`config.mk`:
```
export PLATFORM = sky130hd
export DESIGN_NAME = fft_r2_iter
export DESIGN_NICKNAME = d
export VERILOG_FILES = /design/src/rtl/fft_pkg.sv /design/src/rtl/fft_bfly.sv /design/src/rtl/fft_r2_iter.sv
export SDC_FILE = /design/constraint.sdc
export NUM_CORES = 2
export LEC_CHECK = 0
export ABC_CLOCK_PERIOD_IN_PS = 13000
export CORE_MARGIN = 1
export CORE_UTILIZATION = 25
export CTS_CLUSTER_DIAMETER = 60
export CTS_CLUSTER_SIZE = 16
export DETAILED_ROUTE_END_ITERATION = 7
export GPL_TIMING_DRIVEN = 1
export PLACE_DENSITY_LB_ADDON = 0.08
export SETUP_SLACK_MARGIN = 0.05
export SLEW_MARGIN = 20
export SYNTH_ARGS = -nofsm -noshare
export SYNTH_HDL_FRONTEND = slang
export SYNTH_HIERARCHICAL = 1
export SYNTH_SLANG_ARGS = --single-unit
```
`constraint.sdc`:
```
create_clock -name clk -period 13 [get_ports clk]
set_input_delay 3.9 -clock clk [delete_from_list [all_inputs] [get_ports clk]]
set_output_delay 3.9 -clock clk [all_outputs]
set_load 0.01 [all_outputs]
```
`src/rtl/fft_pkg.sv`:
```
// Shared types and elaboration-time helpers for the iterative radix-2 FFT.
// Twiddles are quantised from a quarter-wave table of 64-point angles.
package fft_pkg;

    typedef enum logic [1:0] {LOAD, COMPUTE, UNLOAD} state_t;

    function automatic int clog2(input int v);
        int r;
        r = 0;
        while ((1 << r) < v) r++;
        return r;
    endfunction

    function automatic int bitrev(input int value, input int bits);
        int r;
        r = 0;
        for (int i = 0; i < bits; i++)
            if (value[i]) r |= 1 << (bits - 1 - i);
        return r;
    endfunction

    // cos(2*pi*j/64) for j = 0..16
    function automatic real qcos(input int j);
        case (j)
            0:  return 1.0;
            1:  return 0.9951847266721969;
            2:  return 0.9807852804032304;
            3:  return 0.9569403357322088;
            4:  return 0.9238795325112867;
            5:  return 0.8819212643483549;
            6:  return 0.8314696123025452;
            7:  return 0.7730104533627370;
            8:  return 0.7071067811865476;
            9:  return 0.6343932841636455;
            10: return 0.5555702330196022;
            11: return 0.4713967368259976;
            12: return 0.3826834323650898;
            13: return 0.2902846772544623;
            14: return 0.1950903220161283;
            15: return 0.0980171403295606;
            default: return 0.0;
        endcase
    endfunction

    function automatic int tw_quant(input real v, input int tw);
        real scale;
        real mag_r;
        int  lim;
        int  mag;
        scale = 1.0;
        for (int i = 0; i < tw - 1; i++) scale = scale * 2.0;
        lim   = (1 << (tw - 1)) - 1;
        mag_r = (v < 0.0) ? -v : v;
        mag   = $rtoi(mag_r * scale + 0.5);
        if (mag > lim) mag = lim;
        return (v < 0.0) ? -mag : mag;
    endfunction

    function automatic int tw_cos(input int m, input int n, input int tw);
        int j;
        j = m * 64 / n;
        return tw_quant((j <= 16) ? qcos(j) : -qcos(32 - j), tw);
    endfunction

    function automatic int tw_sin(input int m, input int n, input int tw);
        int j;
        j = m * 64 / n;
        return tw_quant((j <= 16) ? qcos(16 - j) : qcos(j - 16), tw);
    endfunction

    function automatic logic signed [63:0] rnd_shr(
        input logic signed [63:0] v,
        input int sh
    );
        return (v + (64'sd1 <<< (sh - 1))) >>> sh;
    endfunction

endpackage

```
`src/rtl/fft_bfly.sv`:
```
// Combinational DIT butterfly with per-stage 1/2 scaling.
// W arrives as exp(-j..); conj flips it for the inverse transform.
module fft_bfly
    import fft_pkg::*;
#(
    parameter int DW = 16,
    parameter int TW = 16
) (
    input  logic [2*DW-1:0] a,
    input  logic [2*DW-1:0] b,
    input  logic [2*TW-1:0] w,
    input  logic            conj,
    output logic [2*DW-1:0] ap,
    output logic [2*DW-1:0] bp
);

    localparam int PW = DW + TW + 1;

    logic signed [DW-1:0] ar, ai, br, bi;
    logic signed [TW-1:0] wr, wi;
    logic signed [PW-1:0] pr_full, pi_full;
    logic signed [DW:0]   pr, pi;

    assign ar = a[2*DW-1:DW];
    assign ai = a[DW-1:0];
    assign br = b[2*DW-1:DW];
    assign bi = b[DW-1:0];
    assign wr = w[2*TW-1:TW];
    assign wi = conj ? -$signed(w[TW-1:0]) : $signed(w[TW-1:0]);

    assign pr_full = PW'(wr) * PW'(br) - PW'(wi) * PW'(bi);
    assign pi_full = PW'(wr) * PW'(bi) + PW'(wi) * PW'(br);

    // one guard bit on P keeps |W*B| up to sqrt(2) from wrapping
    assign pr = (DW+1)'(rnd_shr(64'(pr_full), TW - 1));
    assign pi = (DW+1)'(rnd_shr(64'(pi_full), TW - 1));

    assign ap = {DW'(rnd_shr(64'(ar) + 64'(pr), 1)),
                 DW'(rnd_shr(64'(ai) + 64'(pi), 1))};
    assign bp = {DW'(rnd_shr(64'(ar) - 64'(pr), 1)),
                 DW'(rnd_shr(64'(ai) - 64'(pi), 1))};

endmodule

```
`src/rtl/fft_r2_iter.sv`:
```
// Iterative in-place radix-2 DIT FFT/IFFT: bit-reversed load,
// one butterfly per cycle, natural-order unload with backpressure.
module fft_r2_iter
    import fft_pkg::*;
#(
    parameter int N  = 8,
    parameter int DW = 16,
    parameter int TW = 16
) (
    input  logic            clk,
    input  logic            rst,
    input  logic            inverse,
    input  logic            in_valid,
    output logic            in_ready,
    input  logic [2*DW-1:0] in_data,
    output logic            out_valid,
    input  logic            out_ready,
    output logic [2*DW-1:0] out_data,
    output logic            out_last,
    output logic            busy
);

    localparam int LG = clog2(N);
    localparam int SW = clog2(LG);

    state_t state, state_n;

    logic [LG-1:0]   cnt, idx;
    logic [SW-1:0]   s;
    logic [LG-2:0]   k;
    logic            inv_q;
    logic            accept;
    logic [LG-1:0]   waddr;
    logic [LG-1:0]   kx, half, pos, base, aa, ab;
    logic [LG-2:0]   tidx;
    logic [2*DW-1:0] mem [N];
    logic [2*TW-1:0] rom [N/2];
    logic [2*DW-1:0] a_new, b_new;

    for (genvar g = 0; g < N/2; g++) begin : g_rom
        localparam int WR = tw_cos(g, N, TW);
        localparam int WI = -tw_sin(g, N, TW);
        assign rom[g] = {WR[TW-1:0], WI[TW-1:0]};
    end

    assign in_ready  = (state == LOAD) && !rst;
    assign accept    = in_valid && in_ready;
    assign waddr     = LG'(bitrev(int'(cnt), LG));
    assign out_valid = (state == UNLOAD);
    assign out_data  = out_valid ? mem[idx] : '0;
    assign out_last  = out_valid && (idx == '1);
    assign busy      = (state != LOAD);

    // stage s pairs (base|pos, base|pos|half), twiddle pos*N/(2*half)
    always_comb begin
        kx   = {1'b0, k};
        half = LG'(1) << s;
        pos  = kx & (half - LG'(1));
        base = ((kx >> s) << s) << 1;
        aa   = base | pos;
        ab   = base | pos | half;
        tidx = (LG-1)'(pos << (SW'(LG - 1) - s));
    end

    fft_bfly #(
        .DW(DW),
        .TW(TW)
    ) u_bfly (
        .a   (mem[aa]),
        .b   (mem[ab]),
        .w   (rom[tidx]),
        .conj(inv_q),
        .ap  (a_new),
        .bp  (b_new)
    );

    always_comb begin
        state_n = state;
        unique case (state)
            LOAD:    if (accept && cnt == '1) state_n = COMPUTE;
            COMPUTE: if (s == SW'(LG - 1) && k == '1) state_n = UNLOAD;
            UNLOAD:  if (out_ready && idx == '1) state_n = LOAD;
            default: state_n = LOAD;
        endcase
    end

    always_ff @(posedge clk) begin
        if (accept) begin
            mem[waddr] <= in_data;
        end else if (state == COMPUTE) begin
            mem[aa] <= a_new;
            mem[ab] <= b_new;
        end
    end

    always_ff @(posedge clk or posedge rst) begin
        if (rst) begin
            state <= LOAD;
            cnt   <= '0;
            idx   <= '0;
            s     <= '0;
            k     <= '0;
            inv_q <= 1'b0;
        end else begin
            state <= state_n;
            if (accept) begin
                cnt <= cnt + LG'(1);
                if (cnt == '0) inv_q <= inverse;
            end
            if (state == COMPUTE) begin
                k <= k + (LG-1)'(1);
                if (k == '1) s <= (s == SW'(LG - 1)) ? '0 : s + SW'(1);
            end
            if (out_valid && out_ready) idx <= idx + LG'(1);
        end
    end

endmodule

```
==> impl_results.md <==
* Wire length on met1 at 96.97 mm
* CTS tree: done
* Family with the most delay on the worst path: adder cells
* Complex-gate fraction of the synthesized area at 3.025%
* Finished Core Util at between 20% and 30%
* Core Rows at 181
* Share of final-layout standard cells stronger than drive strength 1 at 18.06%
* Startpoint of the tightest hold check path: idx[2]
* Total length of routed met2 wires at 108.2 mm
* Area growth from synthesis to layout at 15.55%
* First-pass DRT Iterations at 5
* Wirelength, routed at 214.1 mm
* Minimum setup slack after placement at -0.1440 ns
* Category of the critical setup timing path: reg2reg
* Combinational family with the most area after synthesis: adder cells
* Simple logic cell fraction of the synthesized area at 11.45%
* Leading area contributor after synthesis: sky130_fd_sc_hd__fa_1
* Instance count after placement with tap cells included at 9571
* Buffers plus inverters on the worst setup path at 14
* Crit-path slowest cell: sky130_fd_sc_hd__fa_2
* Antenna Violating Nets Remaining at 0
* Number of cells on the worst reg-to-reg path at 53
* Fraction of synthesized cell area in xor and xnor cells at 2.185%
* Highest Clock Rate at 80.71 MHz
* Clock slew seen by the registers of the worst setup and hold paths at around 0.08 ns
* RePlAce Congestion at about 0.79
* Most frequent cell after synthesis: sky130_fd_sc_hd__inv_1
* Area share of the leading cell type in the synthesized netlist at 37.78%
* Share of synthesized area spent on multiplexers at 13.05%
* Hold Path Depth at 1
* Number of pins with negative max-slew slack in the final report at 0
* Number of antenna violations at the first check in global routing at 10
* Worst Hold Class: reg2reg
* Core area at 0.2430 mm^2
* Sinks on the clock net at 269
* Worst-Skew Late Latency at 0.60 ns
* Number of enable-type register cells in the synthesized netlist at 256
* Number of I/O pins at 73
* FF-to-FF setup slack at 0.61 ns
* Number of distinct standard cells referenced by the synthesized netlist at 82
* Critical Path RT at 13.35 ns
* Root buffer selected by CTS: sky130_fd_sc_hd__clkbuf_16
* Drc violations at 0
* Crit path depth at 53
* Count of yosys warnings during synthesis at 6
* Cell types occupying the most area after synthesis: sky130_fd_sc_hd__fa_1 (38%), sky130_fd_sc_hd__edfxtp_1 (13%), sky130_fd_sc_hd__inv_1 (9.1%)
* Final standard cell count with taps included and fillers excluded at 9633
* Period utilization at 95.30%
* Hold Path Sink: idx[2]
* Wire length of the first global-routing pass at about 320 mm
* Worst Setup Slack, final at about 0.61 ns
* Cell area after technology mapping at roughly 0.06 mm^2
* Reported max-cap violation count at 0
* Area of the die at 0.2463 mm^2
* Share of synthesized cell area in full adder, half adder and majority cells at a little under half
* Final-report setup violation count at 0
* Maximum clock skew at final layout at 0.03060 ns
* Number of levels in the clock H-tree at 1
* Outcome: completed
* Final worst path period need at 12.39 ns
* Starting DRT DRC Count at slightly above 2000
* Total number of nets in the final design at 7998
* Die H at 496.3 um
* Number of buffers created by CTS at 27
* Critical R2R Capture: mem[2][31]
* Nature of the critical path endpoint: flip-flop
* Count of endpoints failing hold in the final timing report at 0
* Actual transition at the worst max-transition pin at 1.022 ns
* Post-synthesis sequential area ratio at approximately an eighth
* Total grt overflow at 0
* Number of register bits inferred by synthesis at approximately 270
* Top post-synthesis cells by count: sky130_fd_sc_hd__inv_1 (1475), sky130_fd_sc_hd__fa_1 (1153), sky130_fd_sc_hd__nand2_1 (763)
* Maximum net fanout on the critical path at 9
* Top metal layer carrying routed signals: met4
* Share of flip-flops with an asynchronous set or reset after synthesis at 4.833%
* Detailed-routed wire length on met3 at between 5 and 6 mm
* Worst stage delay on the critical path at 0.59 ns
* I/O Buffers at between 70 and 80
* Startpoint of the worst register-to-register path: s[0]
* Synth Instances at approximately 6000
* Starting utilization of the core area at 25.14%
* Hold Slack at roughly 0.54 ns
* Most used flip-flop cell after synthesis: sky130_fd_sc_hd__edfxtp_1
* Vias after detailed routing at 42550
* Data arrival time of the critical path at 12.74 ns
* Number of global-route vias before repair at approximately 48000
* Synthesized area per cell at ~10 um^2
* Width of the die at approximately 500 um
* Post-detailed-route wirelength per cell at ~22 um
* Clock tree buffer depth at 3
* Total half-perimeter wirelength after legalization and detailed placement at 163.1 mm
* Via density per instance at roughly 4.4
* Tot GR Track Use at 17.82%
* Largest net degree at the start of global routing at 66
* Tightest slew margin relative to the limit at 31.89%
* Worst Setup Start Kind: flip-flop
kinds of logic (layout without fill, tap and decap cells):
group / Yosys count / after routing
multiplexers: 584 / 584
flip-flops: 269 / 269
XOR/XNOR: 150 / 150
AO/OA/AOI/OAI: 289 / 289
other: 1 / 19
adder cells (fa/ha/maj): 1555 / 1555
buffers and inverters: 1781 / 2088
AND/OR/NAND/NOR: 1477 / 1477
how the worst max path moves through the flow:
stage / startpoint / endpoint / slack (ns)
finish: s[0] / mem[2][31] / 0.61
CTS: s[0] / mem[7][30] / 0.09
global placement: s[0] / mem[5][14] / -0.03
detailed placement: s[0] / mem[5][14] / -0.14
global route: s[0] / mem[0][31] / -0.01
floorplan: s[1] / mem[2][31] / 0.07
cell type report:
cell class / instances / area (um^2)
fill: 25730 / 172400
multi-input combinational: 4070 / 46990
sequential: 269 / 8021
inverter: 1477 / 5548
timing repair buffer: 561 / 5120
tap: 3202 / 4006
clock buffer: 33 / 708.2
clock inverter: 17 / 187.7
antenna: 4 / 10.01
metrics by stage:
stage	TNS [ns]	instance area [um^2]
after floorplan	0	61140
after global placement	-0.08546	69260
after detailed placement	-1.643	69260
after CTS	0	70220
after global routing	-0.02280	70580
final	0	70590
worst register-to-register path, delay by kind of cell, from the launching register on:
family | cells | cell delay [ns]
and+or+nand+nor | 10 | 1.92
muxes | 1 | 0.31
buffers and inverters | 14 | 1.56
xor gates and xnor gates | 4 | 0.61
AOI/OAI and AO/OA | 12 | 2.35
DFF | 1 | 0.42
adders and majority gates | 12 | 4.98
sequential cells by signal, indices dropped and copies added, names as in the netlist:
register,count
mem,256
cnt,3
idx,3
k,2
s,2
state,2
inv_q,1
per-layer routing:
layer,up-vias,GRT usage (%)
met4,0,2.644
met1,22560,24.17
li1,19270,-
met3,136,0.8616
met5,-,0
met2,588,31.77
repair_timing:
action                                  CTS  global route
hold buffers                              0             0
gates resized for setup                  11            78
endpoints found under the setup margin   48           112
hold endpoints to repair                  0             0
buffers inserted                          1             7
pin swaps                                 1            21
placed cells by master, fill, tap and decap left out, drive strengths merged, types with 35 or more instances in the layout:
cell           Yosys  routed
nor2             135     135
buf               69     489
and2             371     371
a21oi             52      52
xnor2            125     125
nand3             46      46
nand2            765     765
nand2b            43      43
clkdlybuf4s50      0      72
fa              1153    1153
mux2i             35      35
o21ai            126     126
nand4             39      39
edfxtp           256     256
ha               402     402
mux4             128     128
inv             1477    1479
mux2             421     421
Power is left out: the tool's default activity adds up to more than one toggle a clock period on the data nets, which glitch-free logic cannot reach.
